## src/rtl/mdu_pkg.sv

```systemverilog
// Shared encodings, FSM states and iteration count for the MIPS multiply/divide unit.
package mdu_pkg;

    localparam int MDU_ITER = 32;

    localparam logic [1:0] OP_MULT  = 2'b00;
    localparam logic [1:0] OP_MULTU = 2'b01;
    localparam logic [1:0] OP_DIV   = 2'b10;
    localparam logic [1:0] OP_DIVU  = 2'b11;

    typedef enum logic [1:0] {
        S_IDLE = 2'b00,
        S_CALC = 2'b01,
        S_FIX  = 2'b10
    } state_e;

    function automatic logic op_is_signed(input logic [1:0] op);
        return (op[0] == 1'b0);
    endfunction

    function automatic logic op_is_div(input logic [1:0] op);
        return (op[1] == 1'b1);
    endfunction

endpackage

```

## src/rtl/mdu_sign_fix.sv

```systemverilog
// Conditional two's-complement negate, used for operand magnitudes and result sign correction.
module mdu_sign_fix #(
    parameter int WIDTH = 32
) (
    input  logic             neg,
    input  logic [WIDTH-1:0] din,
    output logic [WIDTH-1:0] dout
);

    assign dout = neg ? (~din + {{(WIDTH-1){1'b0}}, 1'b1}) : din;

endmodule

```

## src/rtl/mips_mdu.sv

```systemverilog
// Iterative MULT/MULTU/DIV/DIVU unit holding the architectural HI/LO registers (33-cycle latency).
// Define MIPS_MDU_DIV_EN to build the divider; without it, divide requests are ignored.
module mips_mdu #(
    parameter int WIDTH = 32
) (
    input  logic             clk,
    input  logic             rst,
    input  logic             start,
    input  logic [1:0]       op,
    input  logic [WIDTH-1:0] a,
    input  logic [WIDTH-1:0] b,
    input  logic             mt_hi,
    input  logic             mt_lo,
    input  logic [WIDTH-1:0] mt_data,
    output logic             busy,
    output logic             done,
    output logic [WIDTH-1:0] hi,
    output logic [WIDTH-1:0] lo
);
    import mdu_pkg::*;

    localparam int            CW       = $clog2(MDU_ITER);
    localparam logic [CW-1:0] CNT_LAST = CW'(MDU_ITER - 1);

    state_e               state_r, state_n_s;
    logic [CW-1:0]        cnt_r;
    logic                 busy_r, done_r;
    logic [WIDTH-1:0]     hi_r, lo_r;
    logic                 neg_res_r;
    logic [WIDTH-1:0]     ua_r;
    logic [2*WIDTH-1:0]   acc_r, acc_n_s, prod_s;
    logic [WIDTH:0]       mul_sum_s;
    logic                 a_neg_s, b_neg_s, accept_s;
    logic [WIDTH-1:0]     ua_s, ub_s;
    logic [WIDTH-1:0]     res_hi_s, res_lo_s;

`ifdef MIPS_MDU_DIV_EN
    logic                 op_div_r, neg_rem_r, bzero_r;
    logic [WIDTH-1:0]     ub_r, a_r, rem_r, rem_n_s, quo_n_s, quo_fix_s, rem_fix_s;
    logic [WIDTH:0]       shift_s, trial_s;
`endif

    assign a_neg_s = op_is_signed(op) & a[WIDTH-1];
    assign b_neg_s = op_is_signed(op) & b[WIDTH-1];

`ifdef MIPS_MDU_DIV_EN
    assign accept_s = (state_r == S_IDLE) & start;
`else
    assign accept_s = (state_r == S_IDLE) & start & ~op_is_div(op);
`endif

    mdu_sign_fix #(.WIDTH(WIDTH))   u_abs_a    (.neg(a_neg_s),   .din(a),     .dout(ua_s));
    mdu_sign_fix #(.WIDTH(WIDTH))   u_abs_b    (.neg(b_neg_s),   .din(b),     .dout(ub_s));
    mdu_sign_fix #(.WIDTH(2*WIDTH)) u_fix_prod (.neg(neg_res_r), .din(acc_r), .dout(prod_s));
`ifdef MIPS_MDU_DIV_EN
    mdu_sign_fix #(.WIDTH(WIDTH))   u_fix_quo  (.neg(neg_res_r), .din(acc_r[WIDTH-1:0]), .dout(quo_fix_s));
    mdu_sign_fix #(.WIDTH(WIDTH))   u_fix_rem  (.neg(neg_rem_r), .din(rem_r),            .dout(rem_fix_s));
`endif

    // FSM state register
    always_ff @(posedge clk or posedge rst) begin
        if (rst) begin
            state_r <= S_IDLE;
        end else begin
            state_r <= state_n_s;
        end
    end

    // FSM next-state logic
    always_comb begin
        state_n_s = state_r;
        case (state_r)
            S_IDLE: begin
                if (accept_s) state_n_s = S_CALC;
                else          state_n_s = S_IDLE;
            end
            S_CALC: begin
                if (cnt_r == CNT_LAST) state_n_s = S_FIX;
                else                   state_n_s = S_CALC;
            end
            S_FIX:   state_n_s = S_IDLE;
            default: state_n_s = S_IDLE;
        endcase
    end

    // One shift-add or restoring-divide step; the low accumulator half carries multiplier/quotient bits
    always_comb begin
        mul_sum_s = {1'b0, acc_r[2*WIDTH-1:WIDTH]} + (acc_r[0] ? {1'b0, ua_r} : {(WIDTH+1){1'b0}});
        acc_n_s   = {mul_sum_s, acc_r[WIDTH-1:1]};
`ifdef MIPS_MDU_DIV_EN
        shift_s = {rem_r, acc_r[WIDTH-1]};
        trial_s = shift_s - {1'b0, ub_r};
        if (trial_s[WIDTH] == 1'b0) begin
            rem_n_s = trial_s[WIDTH-1:0];
            quo_n_s = {acc_r[WIDTH-2:0], 1'b1};
        end else begin
            rem_n_s = shift_s[WIDTH-1:0];
            quo_n_s = {acc_r[WIDTH-2:0], 1'b0};
        end
        if (op_div_r) acc_n_s = {acc_r[2*WIDTH-1:WIDTH], quo_n_s};
        else          acc_n_s = {mul_sum_s, acc_r[WIDTH-1:1]};
`endif
    end

    // Final HI/LO selection; divide-by-zero bypasses sign correction entirely
    always_comb begin
        res_hi_s = prod_s[2*WIDTH-1:WIDTH];
        res_lo_s = prod_s[WIDTH-1:0];
`ifdef MIPS_MDU_DIV_EN
        if (op_div_r) begin
            if (bzero_r) begin
                res_hi_s = a_r;
                res_lo_s = {WIDTH{1'b1}};
            end else begin
                res_hi_s = rem_fix_s;
                res_lo_s = quo_fix_s;
            end
        end else begin
            res_hi_s = prod_s[2*WIDTH-1:WIDTH];
            res_lo_s = prod_s[WIDTH-1:0];
        end
`endif
    end

    // Datapath, HI/LO and registered status outputs
    always_ff @(posedge clk or posedge rst) begin
        if (rst) begin
            cnt_r     <= {CW{1'b0}};
            busy_r    <= 1'b0;
            done_r    <= 1'b0;
            hi_r      <= {WIDTH{1'b0}};
            lo_r      <= {WIDTH{1'b0}};
            neg_res_r <= 1'b0;
            ua_r      <= {WIDTH{1'b0}};
            acc_r     <= {(2*WIDTH){1'b0}};
`ifdef MIPS_MDU_DIV_EN
            op_div_r  <= 1'b0;
            neg_rem_r <= 1'b0;
            bzero_r   <= 1'b0;
            ub_r      <= {WIDTH{1'b0}};
            a_r       <= {WIDTH{1'b0}};
            rem_r     <= {WIDTH{1'b0}};
`endif
        end else begin
            done_r <= 1'b0;
            case (state_r)
                S_IDLE: begin
                    if (accept_s) begin
                        busy_r    <= 1'b1;
                        cnt_r     <= {CW{1'b0}};
                        neg_res_r <= a_neg_s ^ b_neg_s;
                        ua_r      <= ua_s;
                        acc_r     <= {{WIDTH{1'b0}}, ub_s};
`ifdef MIPS_MDU_DIV_EN
                        op_div_r  <= op_is_div(op);
                        neg_rem_r <= a_neg_s;
                        bzero_r   <= (b == {WIDTH{1'b0}});
                        ub_r      <= ub_s;
                        a_r       <= a;
                        rem_r     <= {WIDTH{1'b0}};
                        if (op_is_div(op)) acc_r <= {{WIDTH{1'b0}}, ua_s};
`endif
                    end else begin
                        if (mt_hi) hi_r <= mt_data;
                        if (mt_lo) lo_r <= mt_data;
                    end
                end
                S_CALC: begin
                    cnt_r <= cnt_r + CW'(1);
                    acc_r <= acc_n_s;
`ifdef MIPS_MDU_DIV_EN
                    if (op_div_r) rem_r <= rem_n_s;
`endif
                end
                S_FIX: begin
                    hi_r   <= res_hi_s;
                    lo_r   <= res_lo_s;
                    done_r <= 1'b1;
                    busy_r <= 1'b0;
                end
                default: begin
                    busy_r <= 1'b0;
                end
            endcase
        end
    end

    assign busy = busy_r;
    assign done = done_r;
    assign hi   = hi_r;
    assign lo   = lo_r;

endmodule

```

## config.mk

```make
export PLATFORM = sky130hd
export DESIGN_NAME = mips_mdu
export DESIGN_NICKNAME = d
export VERILOG_FILES = /design/src/rtl/mdu_pkg.sv /design/src/rtl/mdu_sign_fix.sv /design/src/rtl/mips_mdu.sv
export SDC_FILE = /design/constraint.sdc
export NUM_CORES = 1
export LEC_CHECK = 0
export ABC_CLOCK_PERIOD_IN_PS = 8600
export BUFFER_PORTS_ARGS = -buffer_cell sky130_fd_sc_hd__buf_2
export CORE_ASPECT_RATIO = 1.2
export CORE_UTILIZATION = 50
export DETAILED_ROUTE_END_ITERATION = 10
export GPL_ROUTABILITY_DRIVEN = 1
export PLACE_DENSITY = 0.69
export SKIP_CTS_REPAIR_TIMING = 1
export SLEW_MARGIN = 20
export SYNTH_ARGS = -nofsm -noshare
export SYNTH_HDL_FRONTEND = slang
export SYNTH_SLANG_ARGS = --single-unit
```

## constraint.sdc

```tcl
create_clock -name clk -period 8.6 [get_ports clk]
set_input_delay 0.86 -clock clk [delete_from_list [all_inputs] [get_ports clk]]
set_output_delay 0.86 -clock clk [all_outputs]
set_load 0.02 [all_outputs]
```

# --- Word level (Yosys, flattened, before mapping) ---
# Index checks and enable logic that the tools add are counted.
classes:
  addsub: 5
  eq_ne: 7
  muxes: 20
  bitwise: 11
  n_reduce_logical: 8
op_table:
  columns: ["cell", "count"]
  rows:
  - ["$mux 32", 7]
  - ["$mux 64", 2]
  - ["$pmux 32 s2", 2]
  - ["$pmux 64 s2", 1]
  - ["$add 32x1->32 const B", 2]
  - ["$add 64x1->64 const B", 1]
  - ["$not 32->32", 2]
  - ["$not 64->64", 1]
  - ["$add 32x32->33", 1]
  - ["$pmux 5 s2", 1]
  - ["$ne 2x2->1 const B", 4]
  - ["$reduce_and 2->1", 3]
  - ["$reduce_and 3->1", 2]
  - ["$add 5x1->5 const B", 1]
  - ["$eq 5x5->1 const B", 1]
  - ["$mux 5", 1]
  - ["$and 1x1->1", 4]
  - ["$pmux 2 s2", 1]
  - ["$reduce_bool 2->1", 2]
  - ["$mux 1", 3]
  - ["$not 1->1", 3]
  - ["$eq 2x1->1 const B", 1]
  - ["$eq 2x2->1 const B", 1]
  - ["$logic_not 2->1", 1]
  - ["other kinds (3)", 3]
word_totals:
  register_bits: 170
  out_inout_bits: 66
  elab_cells: 60

# --- Depth between registers and ports, before layout ---
logic_depth:
  depth_word: 5
  depth_mapped: 13
  mapped_depth_nobuf: 11

# --- Modules after synthesis ---
# Synthesis repeated with hierarchy kept, for this count alone.
hier_totals:
  cells_unflattened: 1439
  hier_area_um2: 12101.6
modules_own_cells:
  columns: ["module", "n_inst", "cells_each", "area_each_um2", "seq_area_each_um2"]
  rows:
  - ["mips_mdu", 1, 1035, 8898.5, 4254.1]
  - ["mdu_sign_fix (u_fix_prod)", 1, 206, 1649.1, 0.0]
  - ["mdu_sign_fix (u_abs_a ...)", 2, 99, 777.0, 0.0]

# --- Worst setup path after synthesis ---
# Ideal clock, no wire load.
synth_timing:
  path_kind: "flip-flop to flip-flop"
  startpoint: "register acc_r[0]"
  endpoint: "register acc_r[55]"
  setup_ps: 122
  arrival_time_ps: 3175
  required_time_ps: 8478
  path_slack_ps: 5303
  stages_incl_launch_ff: 14
  cell_sequence: "dfrtp_1 > clkbuf_1 > clkbuf_1 > and2_1 > ha_1 > inv_1 > fa_1 > nor2b_1 > o2111ai_1 > a211oi_1 > o311ai_1 > o41ai_1 > mux2i_1 > nand2_1"
synth_via:
  elab_chain_cells: 3
synth_rtl:
  columns: ["element", "line_no", "source"]
  rows:
  - ["from (decl)", "mips_mdu.sv:31", "logic [2*WIDTH-1:0] acc_r, acc_n_s, prod_s;"]
  - ["from (signal assigned)", "mips_mdu.sv:135", "acc_r <= {(2*WIDTH){1'b0}};"]
  - ["from (signal assigned)", "mips_mdu.sv:153", "acc_r <= {{WIDTH{1'b0}}, ub_s};"]
  - ["from (signal assigned)", "mips_mdu.sv:170", "acc_r <= acc_n_s;"]
  - ["$mux 32", "mips_mdu.sv:88", "mul_sum_s = {1'b0, acc_r[2*WIDTH-1:WIDTH]} + (acc_r[0] ? {1'b0, ua_r} : {(WIDTH+1){1'b0}});"]
  - ["$add 32x32->33", "mips_mdu.sv:88", null]
  - ["$pmux 64 s2", "mips_mdu.sv:146", "case (state_r)"]
# No other way between the ends.
# A chain may end at the register's enable or synchronous reset.

# --- Worst setup path after layout ---
# Ends and elaborated chain as after synthesis.

==> results.yml <==
job:
  maxCapViolCount: 0
cts:
  cts.path.max_buffers: 2
  cts_buffers: 17
  clock_sinks: 170
  root_buffer: "clkbuf_16"
  h-tree-depth: 4
  clkTransAtPathRegs_ps: 70
  clock_latency_ps: 440
  cts_tree: "built"
critical_path:
  cpMaxStageDelayCell: "o41ai_1"
  max_stage_delay_ps: 780
  cp-end-kind: "register"
  cp-start-kind: "register"
  required_ps: 8920
  criticalPathCategory: "register to register"
  critPathMaxFanout: 38
  path_cells: "and2_1 > ha_1 > inv_1 > fa_1 > nor2b_1 > o2111ai_1 > a211oi_1 > o311ai_1 > o41ai_1 > mux2i_1 > nand2_1"
  cp.arrival_ps: 4040
placed_design:
  dp_hpwl_mm: 25.7
  dpl_cell_area_um2: 12700
  gp_congestion: 0.939
  dp_slack_ps: 4600
  io_buffers: 168
grt:
  grt_usage: 0.291
  grt_overflow: 0
  antenna_found_initial: 1
  grt_pass1_vias: 10000
  grt_max_degree: 109
  grt_first_pass_wirelength_mm: 54.4
final_layout:
  final_nets: 1625
  syn_to_final_growth_pct: 13.9
  diodes: 0
  drive_gt1_frac: 0.164
  post-route-util: 0.577
  design_area_um2: 13300
die:
  core-area_um2: 23100
  dieArea_um2: 24100
  ios: 169
  core.rowCount: 61
  initial_core_util: 0.507
  dieWidth_um: 142
  fp.dieH_um: 170
worst_hold_path:
  hp-class: "primary input to asynchronous set/reset pin"
yosys:
  yosysMostFrequentCell: "dfrtp_1"
  synthArstFlopShare: 1.00
  synth_common_cells: "170 x dfrtp_1, 168 x o21ai_0, 152 x nand2_1"
  synth_largest_area_cell: "dfrtp_1"
  syn_inst: 1375
  synth_top_cell_area_share: 0.363
  ys_warn_count: 0
  synth-edff-count: 0
  syn_area_per_cell_um2: 8.52
  synth-seq-area-share: 0.363
  synth_area_leaders: "dfrtp_1 36%, o21ai_0 7.2%, nand2_1 4.9%"
  synth_ff_type: "dfrtp_1"
  synth_seq_cells: 170
  ys_types: 71
  netlist_area_um2: 11700
  syn-num-nets: 1516
sta:
  setup-tns-final_ps: 0
  maxClockFrequency_ghz: 0.269
  fin_ws_ps: 4890
  finalCriticalPeriod_ps: 3710
  finalCritPeriodShare: 0.432
  rsz0062_at_grt: "false"
  relSlewSlack: 0.262
  worstMarginPinSlew_ps: 1100
  fin_worst_skew_ps: 14.1
  setup_viol: 0
  drv_slew: 0
  hold_viol_final: 0
power_and_ir_drop:
  power_density_nw_per_um2: 370
  vdd.ir_drop.worst_mv: 0.141
  leakage_nw: 5.74
drt:
  vias: 10900
  viasPerCell: 6.01
  drt_iter0_drc: 1007
  avgRoutedWirePerCell_um: 18.9
  wl_mm: 34.3
  drt_pass1_iterations: 7
  ant_nets: 0
  drc: 0
status:
  outcome: "finished, final reports clean"
report_power, final:
| part | switching [W] | internal, W | total, W |
|---|---|---|---|
| registers | 0.000483 | 0.00119 | 0.00167 |
| logic | 0.00149 | 0.000967 | 0.00245 |
| clock network | 0.000352 | 0.000465 | 0.000817 |
| total | 0.00232 | 0.00262 | 0.00494 |
metal layers:
| metal | up-vias | GRT usage | share of wire |
|---|---|---|---|
| li1 | 5267 | - | - |
| met4 | 0 | 0.127 | 0.033 |
| met2 | 371 | 0.487 | 0.49 |
| met3 | 63 | 0.0341 | 0.046 |
| met5 | - | 0 | 0 |
| met1 | 5195 | 0.379 | 0.43 |
cell usage in the layout (no fill, tap or decap), types with 36 or more instances in the layout:
cell type | Yosys | routed
a21oi_1 | 61 | 61
and2_1 | 36 | 36
buf_2 | 0 | 168
dfrtp_1 | 170 | 168
ha_1 | 37 | 37
nand2_1 | 152 | 152
nor2_1 | 78 | 77
o21ai_0 | 168 | 168
xnor2_1 | 53 | 53
xor2_1 | 64 | 64
cell families (layout without fill, tap and decap cells):
family	after synthesis	after routing	synth area share
buffers and inverters	117	239	0.0375
flip-flops	170	170	0.363
multiplexers	30	30	0.0257
adder cells (fa/ha/maj)	38	38	0.0412
AND/OR/NAND/NOR	464	464	0.203
XOR/XNOR	117	117	0.0874
AO/OA/AOI/OAI	439	439	0.242
layout make-up:
cell class / count / area [um2]
clock buffers: 18 / 429
repair buffers: 181 / 938
flip-flops and latches: 170 / 4260
well taps: 315 / 394
inverters: 26 / 103
clock inverters: 14 / 184
multi-input cells: 1088 / 7040
fillers: 2160 / 9780
state kept, by name (all words and copies together), names as in the netlist:
name       count
lo            32
state_r        2
neg_res_r      1
cnt_r          5
done           1
ua_r          32
hi            32
acc_r         64
busy           1
path summary, 6_finish.rpt:
kind	startpoint	to	slack, ps	depth (start not counted)
max reg2reg	acc_r[0]$_DFFE_PP0P_	acc_r[55]$_DFFE_PP0P_	4890	11
max	acc_r[0]$_DFFE_PP0P_	acc_r[55]$_DFFE_PP0P_	4890	11
max in group asynchronous	rst	acc_r[18]$_DFFE_PP0P_	6960	3
min in group clk	ua_r[21]$_DFFE_PP0P_	ua_r[21]$_DFFE_PP0P_	470	2
min reg2reg	ua_r[21]$_DFFE_PP0P_	ua_r[21]$_DFFE_PP0P_	470	2
min	rst	lo[14]$_DFFE_PP0P_	450	2
critical path, delay by kind of cell (launching register included):
family	cells	cell delay (ps)
buf+inv	1	60
simple gates	3	450
mux	1	250
fa+ha+maj	2	560
flops	1	750
compound gates	4	1500
through the flow:
stage | instances | total power, W | hold slack [ps]
floorplan | 1375 | 0.00332 | 442
global placement | 1780 | 0.00406 | 454
detailed placement | 1780 | 0.00411 | 463
CTS | 1812 | 0.00494 | 464
global route | 1812 | 0.00530 | 493
finish | 1812 | 0.00494 | 449
Power figures use the tool's default switching activity.
